$ cat src/rtl/timer_counter_ar.sv
// timer_counter_ar: gated timer/counter with configurable width.
// It counts either system clocks or synchronised falling edges of cin.
// Three overflow policies are supported: free-run, auto-reload and one-shot.
// Outputs are a sticky overflow flag (tf) and a one-cycle overflow pulse (ovf).
module timer_counter_ar #(
  parameter int WIDTH       = 16,
  parameter int SYNC_STAGES = 2
) (
  input  logic             clk,
  input  logic             reset,
  input  logic             gate,
  input  logic             intx,
  input  logic             tr,
  input  logic             cin,
  input  logic             c_t,
  input  logic [1:0]       mode,
  input  logic [WIDTH-1:0] reload,
  input  logic             load,
  input  logic [WIDTH-1:0] load_val,
  input  logic             tf_clr,
  output logic [WIDTH-1:0] count,
  output logic             tf,
  output logic             ovf
);

  localparam logic [1:0] MODE_RELOAD  = 2'b01;
  localparam logic [1:0] MODE_ONESHOT = 2'b10;

  logic [SYNC_STAGES-1:0] cin_sync_q;
  logic [SYNC_STAGES-1:0] intx_sync_q;
  logic                   cin_d_q;

  logic [WIDTH-1:0] count_q, count_d;
  logic             tf_q, tf_d;
  logic             ovf_q, ovf_d;
  logic             os_done_q, os_done_d;

  logic cin_s;
  logic intx_s;
  logic fe;
  logic run;
  logic inc;
  logic ovf_evt;

  // Synchroniser chains for the asynchronous pins, plus the edge-detect delay flop
  always_ff @(posedge clk) begin
    if (reset) begin
      cin_sync_q  <= '0;
      intx_sync_q <= '0;
      cin_d_q     <= 1'b0;
    end else begin
      cin_sync_q  <= {cin_sync_q[SYNC_STAGES-2:0], cin};
      intx_sync_q <= {intx_sync_q[SYNC_STAGES-2:0], intx};
      cin_d_q     <= cin_sync_q[SYNC_STAGES-1];
    end
  end

  // Run/increment/overflow qualification from the synchronised pins
  always_comb begin
    cin_s   = cin_sync_q[SYNC_STAGES-1];
    intx_s  = intx_sync_q[SYNC_STAGES-1];
    // Only a real 1->0 on the synchronised pin counts, so flipping c_t never fakes an edge
    fe      = cin_d_q & ~cin_s;
    run     = tr & ~os_done_q & (~gate | intx_s);
    inc     = run & (c_t ? fe : 1'b1);
    ovf_evt = inc & (count_q == {WIDTH{1'b1}});
  end

  // Next-state: load beats overflow beats plain increment; an overflow set beats tf_clr
  always_comb begin
    count_d   = count_q;
    tf_d      = tf_q;
    ovf_d     = 1'b0;
    os_done_d = os_done_q;
    if (tf_clr) tf_d = 1'b0;
    // A cycle with tr low re-arms the one-shot
    if (!tr) os_done_d = 1'b0;
    if (load) begin
      count_d   = load_val;
      os_done_d = 1'b0;
    end else if (ovf_evt) begin
      ovf_d = 1'b1;
      tf_d  = 1'b1;
      case (mode)
        MODE_RELOAD:  count_d = reload;
        MODE_ONESHOT: begin
          count_d   = '0;
          os_done_d = 1'b1;
        end
        default:      count_d = '0;
      endcase
    end else if (inc) begin
      count_d = count_q + 1'b1;
    end
  end

  // Counter, flags and one-shot state registers
  always_ff @(posedge clk) begin
    if (reset) begin
      count_q   <= '0;
      tf_q      <= 1'b0;
      ovf_q     <= 1'b0;
      os_done_q <= 1'b0;
    end else begin
      count_q   <= count_d;
      tf_q      <= tf_d;
      ovf_q     <= ovf_d;
      os_done_q <= os_done_d;
    end
  end

  assign count = count_q;
  assign tf    = tf_q;
  assign ovf   = ovf_q;

endmodule

$ cat config.mk
export PLATFORM = sky130hd
export DESIGN_NAME = timer_counter_ar
export DESIGN_NICKNAME = d
export VERILOG_FILES = /design/src/rtl/timer_counter_ar.sv
export SDC_FILE = /design/constraint.sdc
export NUM_CORES = 1
export LEC_CHECK = 0
export BUFFER_PORTS_ARGS = -buffer_cell sky130_fd_sc_hd__buf_2
export CORE_ASPECT_RATIO = 2
export CORE_UTILIZATION = 50
export CTS_BUF_LIST = sky130_fd_sc_hd__clkbuf_2 sky130_fd_sc_hd__clkbuf_4 sky130_fd_sc_hd__clkbuf_8
export DETAILED_ROUTE_END_ITERATION = 6
export PLACE_DENSITY = 0.85
export SLEW_MARGIN = 10
export SYNTH_ARGS = -nofsm -noshare
export SYNTH_HDL_FRONTEND = slang
export SYNTH_SLANG_ARGS = --single-unit
export TNS_END_PERCENT = 100
$ cat constraint.sdc
create_clock -name clk -period 6.53 [get_ports clk]
set_input_delay 0.653 -clock clk [delete_from_list [all_inputs] [get_ports clk]]
set_output_delay 0.653 -clock clk [all_outputs]
set_load 0.1 [all_outputs]
Word level (Yosys, flattened, before mapping). Index checks and enable logic that the tools add are counted.

Add/subtract/negate cells: 1. $mul: 0. Div/mod/pow operators: 0. Magnitude comparators: 0. Equality and inequality tests: 3. Shifts and indexed selects: 0. Mux-type cells: 12. Bitwise gates (word level): 9. Reductions and logical operators: 2.

Operator list (count): 16-bit two-way mux (4); 16-bit by 1-bit adder with 16-bit output, second input constant (1); 16-bit equality test, second input constant (1); 1-bit two-way mux (8); 1-bit bitwise AND (5); 1-bit inverter (3); 3-bit nonzero test (1); 2-bit by 1-bit equality test with 1-bit output, second input constant (1); 2-bit equality test, second input constant (1); 2-bit OR reduction (1); 1-bit bitwise OR (1).

Register bits after elaboration: 24. Latch bits: 0. Memory bits (writable): 0. Memory bits (read-only): 0. Output and inout port bits: 18. Word-level logic and storage cells: 34. Memories: 0.

Logic depth before layout (Yosys ltp).
Word-level depth: 7. Mapped depth: 8.

Worst setup path after synthesis. No wires, ideal clock.

Path type: reg2reg. Start: reg count_q[0], in the netlist count[0]. End: reg count_q[9], in the netlist count[9]. Setup time: 0.087 ns. Arrival time: 2.782 ns. Setup slack: 3.661 ns. Cell stages (with the launch flop): 8. Path buffers: 1. Period minus slack after synthesis: 2.869 ns. Path through: dfxtp_1 -> ha_1 -> clkbuf_1 -> nand4_1 -> or4_1 -> o21a_1 -> a221o_1 -> a221oi_2.

Longest elaborated chain between the ends: 4. Elaborated cells on any way between the ends: 7.

RTL lines: from (decl) (RTL line 33) `logic [WIDTH-1:0] count_q, count_d;`; from (signal assigned) (RTL line 105) `count_q <= count_d;`; 16-bit by 1-bit adder with 16-bit output / 16-bit equality test (equally long branches) (RTL line 93, 66); 16-bit two-way mux / 1-bit bitwise AND (equally long branches) (RTL line 92, 66); 16-bit two-way mux (RTL line 81) `end else if (ovf_evt) begin`; 16-bit two-way mux (RTL line 78) `if (load) begin`.

Several ways; a longest one is shown, not always the timed one. The select of a mux whose other input is x is not followed. A chain may end at the register's enable or synchronous reset.

Worst setup path after layout.
Start: reg count_q[0], in the netlist count[0]. End: reg count_q[1], in the netlist count[1].

The elaborated chain is that of the path after synthesis.

==> out/qor.csv <==
stage,metric,value,unit
power_and_ir_drop,Cell Pwr Density,217,mW/mm²
routing,met2 WL,2.22,mm
final_layout,storage element area,480,µm²
routing,total wire length,4.01,mm
final_layout,"Core Util, Final",66.6,%
cts,Root Buffer Master,clkbuf_8,
cts,clock slew at reported path FFs,0.09,ns
placement,Detailed Place HPWL,2.91,mm
worst_setup_path,CP startpoint,count[0]$_SDFFE_PP0P_,
global_route,vias in the first global route,1484,
worst_setup_path,R2R Path End,count[1]$_SDFFE_PP0P_,
routing,DR pass1 iterations,4,
global_route,antenna violations before repair,0,
yosys,Synth Area in Adders,0.833,%
yosys,Post-synth EDFFs,0,
yosys,post-synthesis xor/xnor area fraction,4.66,%
yosys,Mapped Cells,193,
timing,crit path time final,2.27,ns
routing,WL met1,1.51,mm
power_and_ir_drop,P_leak,0.801,nW
worst_setup_path,CP arrival,2.46,ns
timing,Final period util,34.8,%
yosys,simple-gate share of the synthesized area,29.2,%
global_route,GR Overflow Total,0,
final_layout,Synth-to-Final Area Change,24.3,%
yosys,post-synthesis mux area share,0,%
routing,met3 wire length,197,µm
yosys,Yosys Warn Count,0,
final_layout,FILL cells,251,
global_route,largest net degree at the start of global routing,36,
timing,clock skew,0.00419,ns
timing,Setup Viol. Count Final,0,
cts,Post-CTS Setup Bufs,0,
yosys,ranking of synthesized cells by area,"dfxtp_1 32%, a21oi_1 5.0%, nand2_1 4.5%, inv_1 3.7%, nor2b_1 3.7%",
worst_setup_path,crit end category,flop,
yosys,post-synthesis sequential area ratio,32.0,%
worst_setup_path,Crit Path Category,flop to flop,
worst_setup_path,Worst setup SP type,flop,
yosys,ys flop type,dfxtp_1,
routing,vias per cell,6.03,
floorplan,die area,0.00324,mm²
cts,Max clock buf depth,2,
hold_path,Worst Hold Launch,intx_sync_q[0]$_SDFF_PP0_,
routing,Antenna Violating Nets Remaining,0,
worst_setup_path,Crit path required time,6.71,ns
worst_setup_path,Worst R2R Path Depth,7,
final_layout,Final Non-Filler Cells,275,
yosys,asr flop ratio synth,0,%
cts,Inserted Clock Buffers,3,
placement,Placed Cells,271,
yosys,top cell type's share of synthesized area,32.0,%
placement,port bufs,60,
timing,"Hold Vio Cnt, Final",0,
status,outcome,finished clean,
routing,Starting DRT DRC Count,85,
routing,via count,1657,
final_layout,Final nets,291,
yosys,Synth cell types,45,
yosys,Synth Cell Area,0.00150,mm²
yosys,post-synth top area cell,dfxtp_1,
global_route,first-pass GRT wire length,6.22,mm
routing,Highest Signal Layer,met4,
floorplan,DIE WIDTH,40.8,µm
floorplan,row count,27,
timing,setup TNS,0,ns
timing,Max-Slew Margin vs Limit,58.7,%
cts,# clock sinks,24,
final_layout,multi-input logic area,908,µm²
cts,Worst-Skew Late Latency,0.27,ns
routing,DR DRC count,0,
hold_path,Hold Path Cell Cnt,1,
global_route,GRT Total Usage,26.9,%
hold_path,worst hold path class,flop to flop,
hold_path,hold path endpoint,intx_sync_q[1]$_SDFF_PP0_,
yosys,net count after synthesis,237,
cts,CTS tree,built,
floorplan,initial core utilization,53.6,%
yosys,Synth Register Bits,24,
worst_setup_path,Worst R2R Setup Slack,4.26,ns
worst_setup_path,crit path max fanout,10,
floorplan,io pins,61,
cts,CTS H-tree lvls,1,
floorplan,die height,79.5,µm
timing,"Slew Viols, Final",0,
timing,RSZ-0062 raised after global routing,false,
cts,post-CTS resize count,0,
cts,hold buffers post-CTS,0,
final_layout,diode count,0,
floorplan,core footprint,0.00280,mm²
timing,Peak Freq,440,MHz
yosys,Compound-Gate Fraction of Synth Area,25.7,%
placement,global placer's final weighted congestion,0.929,
flow_run,Max-cap violations,0,
power_and_ir_drop,Worst VDD drop,0.109,mV
yosys,average cell area after synthesis,7.79,µm²
worst_setup_path,Worst R2R Start,count[0]$_SDFFE_PP0P_,
timing,worst slew pin tran,0.620,ns
routing,routed len/inst,14.6,µm
yosys,largest family of logic cells by synthesized area,simple AND/OR/NAND/NOR gates,
final_layout,ratio of cells with drive above 1 in the final layout,30.9,%
-- power by group --
group	internal, W	switching, W
combinational	0.0000288	0.0000795
sequential	0.000155	0.0000119
clock	0.0000819	0.0000487
total	0.000265	0.000140
-- cells in the mapped netlist (all sizes together), types with 6 or more instances --
| cell | count |
|---|---|
| nor3 | 9 |
| dfxtp | 24 |
| nand2 | 18 |
| nand4 | 6 |
| nor2b | 9 |
| nor2 | 11 |
| inv | 15 |
| nand3 | 7 |
| a211oi | 7 |
| a21oi | 15 |
| clkbuf | 11 |
-- per-layer routing --
metal	track usage [%]	up-vias
met2	49.4	74
li1	-	815
met4	9.67	0
met1	28.4	756
met5	0	-
met3	2.79	12
-- layout by cell type, fill, tap and decap left out, types with 2 or more instances in the layout --
cell type  netlist  final
a2111oi_0        3      3
a2111oi_2        2      2
a211oi_1         6      6
a21oi_1         15     15
a221o_1          3      3
a221oi_1         4      4
and4_1           2      2
buf_2            1     60
buf_4            0      2
clkbuf_8         0      3
dfxtp_1         24     24
inv_1           15     15
nand2_1         18     18
nand2b_1         3      3
nand3_1          7      7
nand4_1          5      5
nor2_1          11     11
nor2b_1          9      9
nor3_1           9      9
nor4_1           2      2
o21ai_0          3      3
o31ai_1          3      3
o32ai_1          3      3
or2_2            2      2
or3_1            4      4
or4_1            2      2
xnor2_1          3      3
xor2_1           5      5
-- cells by family after synthesis --
group / count (synthesis)
AOI/OAI and AO/OA: 51
buffers and inverters: 28
and+or+nand+nor: 81
adders and majority gates: 1
xor gates and xnor gates: 8
DFF: 24
-- critical path: stages, from the launching register on --
cell      delay (ns)
dfxtp_1         0.43
ha_1            0.37
nand4_1         0.15
nor4_1          0.49
buf_4           0.26
and3_1          0.16
a211oi_1        0.05
o32ai_1         0.27
-- stage by stage --
step / worst slack (ns) / cell area (µm²) / total power, W / hold slack, ns
CTS: 4.26 / 1870 / 0.000407 / 0.449
floorplan: 3.66 / 1500 / 0.000250 / 0.414
finish: 4.26 / 1870 / 0.000406 / 0.445
global placement: 4.32 / 1800 / 0.000276 / 0.418
global route: 4.07 / 1870 / 0.000421 / 0.471
detailed placement: 4.20 / 1800 / 0.000278 / 0.428
-- final cells by class --
cell class / instances / area share [%]
timing repair buffer: 62 / 16.9
sequential: 24 / 25.7
clock inverter: 1 / 1.61
tap: 29 / 1.94
inverter: 15 / 3.01
multi-input combinational: 141 / 48.6
clock buffer: 3 / 2.21
-- state kept, by name (all words and copies together) (netlist names) --
name / count
tf: 1
count: 16
cin_d_q: 1
intx_sync_q: 2
cin_sync_q: 2
ovf: 1
os_done_q: 1
-- how the worst max path moves through the flow --
| stage | endpoint | slack, ns | depth (start not counted) |
|---|---|---|---|
| floorplan | count[9]$_SDFFE_PP0P_ | 3.66 | 7 |
| global placement | count[4]$_SDFFE_PP0P_ | 4.32 | 6 |
| detailed placement | count[4]$_SDFFE_PP0P_ | 4.20 | 6 |
| CTS | count[1]$_SDFFE_PP0P_ | 4.26 | 7 |
| global route | count[1]$_SDFFE_PP0P_ | 4.07 | 7 |
| finish | count[1]$_SDFFE_PP0P_ | 4.26 | 7 |
No activity file was read; power rests on OpenSTA's default activity.
